$ cat src/rtl/wb_host_bridge_pkg.sv
// wb_host_bridge_pkg: shared definitions for the host byte-stream to Wishbone bridge.
//  - command header bit positions
//  - response status codes and FSM state encodings
//  - helper that packs the response status byte
package wb_host_bridge_pkg;

  // Header byte layout: {WE, rsvd, ADR[13:8]}
  localparam int unsigned HdrWeBit   = 7;
  localparam int unsigned HdrRsvdBit = 6;
  localparam int unsigned HdrAdrHiW  = 6;

  // Full address width carried by a frame (header high bits + adrlo byte)
  localparam int unsigned FrameAdrW  = 14;

  typedef enum logic [1:0] {
    StOk      = 2'd0,
    StTimeout = 2'd1,
    StBadCmd  = 2'd2
  } status_e;

  typedef enum logic [2:0] {
    StHdr     = 3'd0,
    StAdrLo   = 3'd1,
    StWdata   = 3'd2,
    StBus     = 3'd3,
    StRspStat = 3'd4,
    StRspData = 3'd5
  } state_e;

  // Status byte returned to the host: WE in bit 7, status code in bits 1:0.
  function automatic logic [7:0] status_byte(input logic we, input status_e st);
    return {we, 5'b00000, st};
  endfunction

endpackage

$ cat src/rtl/wb_host_shift32.sv
// wb_host_shift32: 4-byte register addressed by a 2-bit byte index.
//  Assembles write data one byte at a time (LSB first) and serialises captured
//  read data one byte at a time (LSB first).
// Ports:
//  clk, rst_n  clock, async active-low reset
//  clr         return byte index to 0
//  wr          store byte_in at current index, advance index
//  load        load load_data in parallel, index to 0 (wins over other ops)
//  adv         advance index without writing
//  byte_in     byte to store
//  load_data   parallel load value
//  data        full 32-bit contents
//  byte_out    byte at current index
//  last        current index is 3
module wb_host_shift32 (
  input  logic        clk,
  input  logic        rst_n,
  input  logic        clr,
  input  logic        wr,
  input  logic        load,
  input  logic        adv,
  input  logic [7:0]  byte_in,
  input  logic [31:0] load_data,
  output logic [31:0] data,
  output logic [7:0]  byte_out,
  output logic        last
);

  logic [31:0] data_q;
  logic [1:0]  idx_q;

  always_ff @(posedge clk or negedge rst_n) begin
    if (!rst_n) begin
      data_q <= '0;
      idx_q  <= '0;
    end else if (load) begin
      data_q <= load_data;
      idx_q  <= '0;
    end else if (clr) begin
      idx_q <= '0;
    end else if (wr) begin
      data_q[{idx_q, 3'b000} +: 8] <= byte_in;
      idx_q                        <= idx_q + 2'd1;
    end else if (adv) begin
      idx_q <= idx_q + 2'd1;
    end
  end

  assign data     = data_q;
  assign byte_out = data_q[{idx_q, 3'b000} +: 8];
  assign last     = (idx_q == 2'd3);

endmodule

$ cat src/rtl/wb_host_bridge.sv
// wb_host_bridge: byte-stream command interpreter acting as a Wishbone classic
// initiator. Each frame {hdr, adrlo, [4 data bytes if WE]} runs one single-beat
// 32-bit cycle; the host gets a status byte, plus 4 data bytes for a good read.
// Ports:
//  clk, rst_n                  ctrl clock, async active-low reset
//  cmd_valid/cmd_data/cmd_ready   command byte stream in
//  rsp_valid/rsp_data/rsp_ready   response byte stream out
//  wb_CYC/STB/WE/SEL/ADR/DAT_MOSI Wishbone initiator outputs (SEL fixed 4'hF)
//  wb_DAT_MISO/wb_ACK             Wishbone slave returns
//  busy                        high whenever a frame is in progress
module wb_host_bridge
  import wb_host_bridge_pkg::*;
#(
  parameter int unsigned ADR_W   = 14,
  parameter int unsigned TIMEOUT = 255,
  parameter int unsigned TO_W    = 8
) (
  input  logic             clk,
  input  logic             rst_n,
  input  logic             cmd_valid,
  input  logic [7:0]       cmd_data,
  output logic             cmd_ready,
  output logic             rsp_valid,
  output logic [7:0]       rsp_data,
  input  logic             rsp_ready,
  output logic             wb_CYC,
  output logic             wb_STB,
  output logic             wb_WE,
  output logic [3:0]       wb_SEL,
  output logic [ADR_W-1:0] wb_ADR,
  output logic [31:0]      wb_DAT_MOSI,
  input  logic [31:0]      wb_DAT_MISO,
  input  logic             wb_ACK,
  output logic             busy
);

  localparam logic [TO_W-1:0] ToLimit = TO_W'(TIMEOUT);
  localparam bit              ToEn    = (TIMEOUT != 0);

  state_e                 state_q;
  logic                   we_q;
  logic                   bad_q;
  logic [FrameAdrW-1:0]   adr_q;
  status_e                status_q;
  logic [TO_W-1:0]        to_cnt_q;
  logic                   cyc_q;
  logic                   cmd_ready_q;
  logic                   rsp_valid_q;
  logic                   busy_q;

  logic                   cmd_fire;
  logic                   rsp_fire;
  logic                   bus_ack;
  logic                   bus_to;
  logic                   frame_done;

  logic                   sh_clr;
  logic                   sh_wr;
  logic                   sh_load;
  logic                   sh_adv;
  logic [31:0]            sh_data;
  logic [7:0]             sh_byte;
  logic                   sh_last;

  assign cmd_fire = cmd_valid & cmd_ready_q;
  assign rsp_fire = rsp_valid_q & rsp_ready;

  // ACK outside BUS is ignored; ACK beats timeout when both land on one cycle.
  assign bus_ack = (state_q == StBus) & wb_ACK;
  assign bus_to  = (state_q == StBus) & ~wb_ACK & ToEn & (to_cnt_q == ToLimit);

  // Last byte of the frame accepted (reads end at adrlo, writes at 4th data byte)
  assign frame_done = cmd_fire & (((state_q == StAdrLo) & ~we_q) |
                                  ((state_q == StWdata) & sh_last));

  // Shift register is shared: write assembly, then read-data serialisation.
  assign sh_clr  = (state_q == StHdr) & cmd_fire;
  assign sh_wr   = (state_q == StWdata) & cmd_fire;
  assign sh_load = (bus_ack | bus_to) & ~we_q;
  assign sh_adv  = (state_q == StRspData) & rsp_fire;

  wb_host_shift32 u_shift (
    .clk       (clk),
    .rst_n     (rst_n),
    .clr       (sh_clr),
    .wr        (sh_wr),
    .load      (sh_load),
    .adv       (sh_adv),
    .byte_in   (cmd_data),
    .load_data (bus_ack ? wb_DAT_MISO : 32'h0),
    .data      (sh_data),
    .byte_out  (sh_byte),
    .last      (sh_last)
  );

  always_ff @(posedge clk or negedge rst_n) begin
    if (!rst_n) begin
      state_q     <= StHdr;
      we_q        <= 1'b0;
      bad_q       <= 1'b0;
      adr_q       <= '0;
      status_q    <= StOk;
      to_cnt_q    <= '0;
      cyc_q       <= 1'b0;
      cmd_ready_q <= 1'b1;
      rsp_valid_q <= 1'b0;
      busy_q      <= 1'b0;
    end else begin
      unique case (state_q)
        StHdr: begin
          if (cmd_fire) begin
            we_q                   <= cmd_data[HdrWeBit];
            bad_q                  <= cmd_data[HdrRsvdBit];
            adr_q[FrameAdrW-1:8]   <= cmd_data[HdrAdrHiW-1:0];
            busy_q                 <= 1'b1;
            state_q                <= StAdrLo;
          end
        end

        StAdrLo, StWdata: begin
          if ((state_q == StAdrLo) && cmd_fire) begin
            adr_q[7:0] <= cmd_data;
            if (we_q) begin
              state_q <= StWdata;
            end
          end
          if (frame_done) begin
            cmd_ready_q <= 1'b0;
            if (bad_q) begin
              // Malformed header: frame is swallowed, no bus cycle.
              status_q    <= StBadCmd;
              rsp_valid_q <= 1'b1;
              state_q     <= StRspStat;
            end else begin
              cyc_q    <= 1'b1;
              to_cnt_q <= '0;
              state_q  <= StBus;
            end
          end
        end

        StBus: begin
          if (bus_ack) begin
            cyc_q       <= 1'b0;
            status_q    <= StOk;
            rsp_valid_q <= 1'b1;
            state_q     <= StRspStat;
          end else if (bus_to) begin
            cyc_q       <= 1'b0;
            status_q    <= StTimeout;
            rsp_valid_q <= 1'b1;
            state_q     <= StRspStat;
          end else begin
            to_cnt_q <= to_cnt_q + 1'b1;
          end
        end

        StRspStat: begin
          if (rsp_fire) begin
            if (!we_q && (status_q == StOk)) begin
              state_q <= StRspData;
            end else begin
              rsp_valid_q <= 1'b0;
              cmd_ready_q <= 1'b1;
              busy_q      <= 1'b0;
              state_q     <= StHdr;
            end
          end
        end

        StRspData: begin
          if (rsp_fire && sh_last) begin
            rsp_valid_q <= 1'b0;
            cmd_ready_q <= 1'b1;
            busy_q      <= 1'b0;
            state_q     <= StHdr;
          end
        end

        default: begin
          cyc_q       <= 1'b0;
          rsp_valid_q <= 1'b0;
          cmd_ready_q <= 1'b1;
          busy_q      <= 1'b0;
          state_q     <= StHdr;
        end
      endcase
    end
  end

  always_comb begin
    rsp_data = 8'h00;
    if (state_q == StRspStat) begin
      rsp_data = status_byte(we_q, status_q);
    end else if (state_q == StRspData) begin
      rsp_data = sh_byte;
    end
  end

  assign cmd_ready   = cmd_ready_q;
  assign rsp_valid   = rsp_valid_q;
  assign busy        = busy_q;
  assign wb_CYC      = cyc_q;
  assign wb_STB      = cyc_q;
  assign wb_WE       = cyc_q & we_q;
  assign wb_SEL      = 4'hF;
  assign wb_ADR      = adr_q[ADR_W-1:0];
  assign wb_DAT_MOSI = sh_data;

endmodule

$ cat config.mk
export PLATFORM = sky130hd
export DESIGN_NAME = wb_host_bridge
export DESIGN_NICKNAME = d
export VERILOG_FILES = /design/src/rtl/wb_host_bridge_pkg.sv /design/src/rtl/wb_host_shift32.sv /design/src/rtl/wb_host_bridge.sv
export SDC_FILE = /design/constraint.sdc
export NUM_CORES = 1
export LEC_CHECK = 0
export CAP_MARGIN = 5
export CORE_UTILIZATION = 40
export CTS_BUF_LIST = sky130_fd_sc_hd__clkbuf_4 sky130_fd_sc_hd__clkbuf_8
export CTS_CLUSTER_SIZE = 40
export DETAILED_ROUTE_END_ITERATION = 10
export PLACE_DENSITY = 0.69
export REMOVE_ABC_BUFFERS = 1
export SLEW_MARGIN = 20
export SYNTH_ARGS = -nofsm -noshare
export SYNTH_HDL_FRONTEND = slang
export SYNTH_SLANG_ARGS = --single-unit
$ cat constraint.sdc
create_clock -name clk -period 2.52 [get_ports clk]
set_clock_uncertainty 0.05 [all_clocks]
set_input_delay 0.756 -clock clk [delete_from_list [all_inputs] [get_ports clk]]
set_output_delay 0.756 -clock clk [all_outputs]
set_load 0.03 [all_outputs]
==> run metrics, run 1 <==
Cell Area, Synth=3800 um^2; main combinational cell family by area after synthesis=multiplexers; synth unique cells=58; Ports=109; worst-path cell chain=buf_6 > mux4_2 > mux2i_1 > nor2_1 > buf_4; Critical Path Fanout Max=6; Post-route DRC=0; Sequential Area=about 1700 um^2; Ys Warns=0; CTS Hold Bufs=0; clk_lat worst skew=0.35 ns; maxcap violations=0; Crit path max-delay family=multiplexers; Avg Cell Area, Syn=12.0 um^2; outcome=finished with violations; adder-cell share of the synthesized area=0.0164; max incr delay on CP=0.51 ns; endpoint class of the critical path=output port; GR Util All Layers=0.242; Final min period=2.61 ns; H-tree Lvls=3; Clock transition at path regs=0.08 ns; maximum clock rate=~0.38 GHz; complex-gate fraction of the synthesized area=0.176; vias in the first global route=3523; share of cells above drive strength 1=0.313; PwrDens=382 nW/um^2; fillers=759; VDD IR-drop max=about 0.00023 V; Tcrit/Tclk final=1.04; GP Congestion=0.880; final slew viol count=0; slowest CP cell=mux4_2; via count=3336; Vias/cell=around 5.6; pre-CTS WS=-0.0500 ns; RSZ-0062 raised after global routing=true; crit start category=register; Final nets=512; sequential area share after synthesis=0.441; total die area=roughly 9900 um^2; clk buf depth=2; Setup violations, final=8; final worst setup slack=-0.0897 ns; clock sinks=67; leakage power=2.48 nW; simple-gate share of the synthesized area=0.128; port bufs=104; global-route wire length before repair=18.2 mm; CTS tree=done; Area Overhead vs Synth=45.9%; critical path class=reg -> out; global route total overflow=0; DR iter-0 viols=204; TNS Setup=-0.506 ns; Rows=35; first drt pass iteration count=5; core box area=9240 um^2; EDFF count, synth=0; worst path buffer plus inverter count=2; CP required=about 1.7 ns; Initial Util=0.412; Yosys reg bits=67; drt wl/cell=19.2 um; Num CTS Buffers=9; placed wire-length estimate=8.31 mm; total wire length=11.4 mm; Worst Tran Pin Value=0.523 ns; clock root cell=clkbuf_8; Chip Width=about 100 um; failing checks=negative setup slack; final instance area=between 5000 and 6000 um^2; Top FF cell, synth=dfrtp_1; dpl cell area=5280 um^2; area of the multi-input gates=2030 um^2; Syn Inst Count=between 300 and 400; largest net degree at the start of global routing=57; Slew headroom=0.650; Hold WC Path Type=in -> async; CP arrival=around 1.8 ns; most common cell after layout, fill and taps aside=clkdlybuf4s50_1; fraction of registers with async set/reset=1.00; initial antenna violation count=0; DIE HEIGHT=99.5 um; PnR Total Power=2.12 mW; antenna-violating nets left=0; post-synthesis share of cell area spent on xor and xnor gates=0.00230; Antenna diodes=0; mux contribution to synthesized area=0.197; most frequent cells in the layout=95 x clkdlybuf4s50_1, 65 x dfrtp_1, 46 x mux2_2, 40 x buf_4, 31 x a32o_1; Hold WS=0.226 ns; Final Hold Viols=0
[Yosys cell counts, drive strengths merged, types with 6 or more instances]
cell type   n  share of area
a32o       31          0.082
and2        7          0.012
and3        7          0.012
buf        13          0.028
clkbuf      6         0.0059
dfrtp      66           0.43
mux2       46           0.14
mux4        8          0.047
nand2      24          0.024
nand3       7         0.0092
nor2       16          0.018
o21ai      16          0.024
[metal layers]
layer,part of all wire,track usage,wire length (um),vias up
met2,0.49,0.398,5620,136
li1,-,-,-,1509
met4,0.018,0.0995,203,0
met5,0,0,0,-
met1,0.42,0.300,4840,1672
met3,0.068,0.0661,776,19
[cells by family (layout without fill, tap and decap cells)]
| group | Yosys count | in the layout |
|---|---|---|
| other | 1 | 4 |
| AOI/OAI and AO/OA | 77 | 77 |
| adders and majority gates | 5 | 5 |
| buffers and inverters | 24 | 170 |
| DFF | 67 | 67 |
| muxes | 59 | 59 |
| xor gates and xnor gates | 1 | 1 |
| and+or+nand+nor | 84 | 84 |
[where the power goes]
group,total [mW],internal (mW),switching (mW),leakage (nW)
clock,0.916,0.461,0.455,0.0958
sequential,1.07,1.07,0,0.921
combinational,0.128,0.0706,0.0578,1.47
total,2.12,1.61,0.513,2.48
[cell type report]
class | count | share of cell area
inverters | 5 | 0.00338
repair buffers | 149 | 0.264
well taps | 129 | 0.0291
multi-input cells | 230 | 0.365
flip-flops and latches | 67 | 0.302
clock inverters | 7 | 0.0137
clock buffers | 9 | 0.0223
[sequential cells by signal, indices dropped and copies added, names as in the netlist, 2 cells and up]
name	flops
u_shift.idx_q	2
state_q	3
to_cnt_q	8
wb_ADR	14
status_q	2
u_shift.data	32
[metrics by stage]
| stage | utilization | cells |
|---|---|---|
| after global placement | 0.571 | 576 |
| after global routing | 0.601 | 596 |
| after floorplan | - | 302 |
| after detailed placement | 0.571 | 576 |
| after CTS | 0.599 | 594 |
| final | 0.601 | 596 |
[path summary, 6_finish.rpt]
kind | from | cells past startpoint | end | slack, ns
setup / recovery | u_shift.idx_q[0] | 5 | rsp_data[0] | -0.09
hold / removal | rst_n | 1 | wb_ADR[9] | 0.23
setup reg to reg | state_q[2] | 7 | u_shift.data[18] | 0.19
hold reg to reg | to_cnt_q[6] | 1 | to_cnt_q[6] | 0.45
max in group asynchronous | rst_n | 2 | cmd_ready | 1.56
min in group clk | to_cnt_q[6] | 1 | to_cnt_q[6] | 0.45
[repair_timing]
item | CTS | global route
buffers inserted | 2 | 2
endpoints found under the setup margin | 8 | 12
endpoints found under the hold margin | 0 | 0
resized for setup | 41 | 2
pin swaps | 1 | 1
Power figures use the tool's default switching activity.
==> run 2: changes to the inputs <==
--- a/config.mk
+++ b/config.mk
@@ -10,9 +10,10 @@
 export CTS_BUF_LIST = sky130_fd_sc_hd__clkbuf_4 sky130_fd_sc_hd__clkbuf_8
 export CTS_CLUSTER_SIZE = 40
 export DETAILED_ROUTE_END_ITERATION = 10
-export PLACE_DENSITY = 0.69
+export PLACE_DENSITY = 0.68
 export REMOVE_ABC_BUFFERS = 1
 export SLEW_MARGIN = 20
 export SYNTH_ARGS = -nofsm -noshare
 export SYNTH_HDL_FRONTEND = slang
+export SYNTH_HIERARCHICAL = 1
 export SYNTH_SLANG_ARGS = --single-unit
==> run 2 against run 1 <==
Net effect: the flow still finishes with violations (negative setup slack); cell count rose by 13%; sequential power rose by 64%; global-route usage rose by 1.7 points; fmax fell by 2.6%; critical path depth rose by 1; largest cell class unchanged; synthesized cell count rose by 20%; via count rose by 15%; first-iteration DRC count rose by 7.8%; worst setup slack got worse by 0.068 ns.
==> run metrics, run 2 <==
Chip Width=103 um (+3.7%); most common cell after layout, fill and taps aside=clkdlybuf4s50_1; clk buf depth=2 (unchanged); Initial Util=0.415 (+0.00362); worst-case reg-to-reg path depth=8 (+1); Yosys reg bits=67 (unchanged); RSZ-0062 raised after global routing=true; max reg flops=32 (unchanged); Vias/cell=5.68 (+1.5%); final worst setup slack=-0.158 ns (-0.0683 ns); largest area contributor in the netlist=dfrtp_1; Area Overhead vs Synth=47.1%; Num CTS Buffers=9 (unchanged); antenna-violating nets left=0 (unchanged); outcome=finished with violations; critical path class=reg -> out; port bufs=104 (unchanged); sequential area share after synthesis=0.409 (-0.0315); TNS Setup=-1.95 ns (-1.44 ns); maximum clock rate=0.373 GHz (-2.6%); pre-CTS WS=-0.532 ns (-0.481 ns); via count=3836 (+15%); failing checks=negative setup slack; Tcrit/Tclk final=1.06 (+0.0271); count leader, synth=dfrtp_1; most frequent cells in the layout=95 x clkdlybuf4s50_1, 65 x dfrtp_1, 59 x buf_4, 36 x and3_1, 24 x and2_1; crit start category=register; CP arrival=1.87 ns (+0.07 ns); top cells by area, synth=dfrtp_1 40%, and3_1 6.3%, a221o_1 5.1%; Setup violations, final=29 (+21); placed wire-length estimate=9.33 mm (+12%); area of the multi-input gates=2280 um^2 (+12%); EDFF count, synth=0 (unchanged); endpoint class of the critical path=output port; total wire length=13.2 mm (+16%); total die area=10700 um^2 (+7.5%); Syn Inst Count=381 (+20%); DR iter-0 viols=220 (+7.8%); CTS tree=done; Critical path origin=u_shift/idx_q[0]; launch point of the worst reg-to-reg path=to_cnt_q[0]; Inst Count DP=648 (+13%); final core occ=0.611 (+0.0100); Hold WC Path Type=in -> async; share of cells above drive strength 1=0.284 (-0.0285); GP Congestion=0.870 (-1.1%); core box area=9860 um^2 (+6.8%); initial antenna violation count=0 (unchanged); PwrDens=1060 nW/um^2 (+180%); Cell Area, Synth=4100 um^2 (+7.7%); clock root cell=clkbuf_8; fillers=814 (+7.2%); VDD IR-drop max=0.000504 V (+120%); Final min period=2.68 ns (+0.0683 ns); synth unique cells=68 (+17%); Commonest cells post-synth=66 x dfrtp_1, 41 x and3_1, 24 x and2_1; Final Hold Viols=0 (unchanged); first drt pass iteration count=4 (-1); leakage power=2.72 nW (+9.6%); clk_lat worst skew=0.33 ns (-0.02 ns); Clock transition at path regs=0.08 ns (about the same); Ports=109 (unchanged); CTS Hold Bufs=0 (unchanged); drt wl/cell=19.6 um (+2.1%); fraction of registers with async set/reset=1.00 (unchanged); global-route wire length before repair=20.4 mm (+12%); Critical Path Fanout Max=4 (-2); Ys Warns=6 (+6); maxcap violations=0 (unchanged); Avg Cell Area, Syn=10.8 um^2 (-10%); H-tree Lvls=3 (unchanged); final std cells w/o fill=675 (+13%); final slew viol count=0 (unchanged); Synth top area share=0.403 (-0.0310); clock sinks=67 (unchanged); Top FF cell, synth=dfrtp_1; Sequential Area=1680 um^2 (unchanged); GR Util All Layers=0.259 (+0.0174); global route total overflow=0 (unchanged); Post-route DRC=0 (unchanged); Final nets=588 (+15%); Antenna diodes=0 (unchanged); vias in the first global route=4059 (+15%); largest net degree at the start of global routing=68 (+19%); Hold WS=0.379 ns (+0.153 ns); DIE HEIGHT=103 um (+3.7%); CP required=1.71 ns (about the same); Rows=36 (+2.9%)
## run 2: cell types whose count changed after synthesis, sizes merged, moves of 14 or more
| cell | previous run | this run |
|---|---|---|
| and3 | 7 | 41 |
| nand2 | 24 | 10 |
| and2 | 7 | 25 |
| nor3 | 2 | 17 |
| a32o | 31 | 2 |
| a221o | 0 | 21 |
| mux2 | 46 | 17 |
## run 2: cell families (layout without fill, tap and decap cells)
logic type      after synthesis  after routing  share of synthesized area
flops                        67             67                      0.409
compound gates               92             92                      0.186
buf+inv                      41            199                     0.0547
simple gates                141            141                      0.213
fa+ha+maj                     8              8                     0.0232
mux                          29             29                      0.108
xor+xnor                      2              2                    0.00428
other cells                   1              4                   0.000915
## run 2: power breakdown
part / switching, mW / internal, mW / total [mW] / leakage [nW]
logic: 1.89 / 1.81 / 3.70 / 1.75
registers: 0.307 / 1.45 / 1.76 / 0.866
clock network: 0.423 / 0.490 / 0.913 / 0.103
total: 2.62 / 3.75 / 6.37 / 2.72
## run 2: area by class of cell
class	instances	share of cell area
Multi-Input combinational cell	276	0.378
Sequential cell	67	0.279
Timing Repair Buffer	173	0.277
Tap cell	133	0.0276
Clock buffer	11	0.0241
Clock inverter	5	0.00872
Inverter	10	0.00623
## run 2: critical path, cell delays in order, from the launching register on
cell       delay, ns
dfrtp_2         0.43
buf_6           0.13
clkbuf_16       0.14
buf_6           0.11
mux4_2          0.41
and3_4          0.18
buf_6           0.13
## run 2: final timing paths
path	endpoint	slack [ns]
max reg2reg	u_shift/data[10]	0.09
min	u_shift/data[11]	0.38
min in group clk	wb_ADR[6]	0.46
min reg2reg	wb_ADR[6]	0.46
max	rsp_data[3]	-0.16
max in group asynchronous	cmd_ready	1.73
## run 2: metal layers
layer	wire length, um	global-route usage
met5	0	0
met4	299	0.106
met3	833	0.0672
met2	6730	0.445
met1	5360	0.309
## run 2: stage by stage
stage / power [mW] / area, um^2
after floorplan: 3.65 / 3920
after global placement: 5.18 / 5640
after detailed placement: 5.24 / 5640
after CTS: 6.24 / 5920
after global routing: 6.69 / 6030
final: 6.37 / 6030
## run 2: timing repair
item                       in CTS  in global routing
setup buffers                   5                  6
cloned                          0                  1
setup endpoints to repair      29                 39
pin swaps                       0                  4
gates resized for setup        48                 18
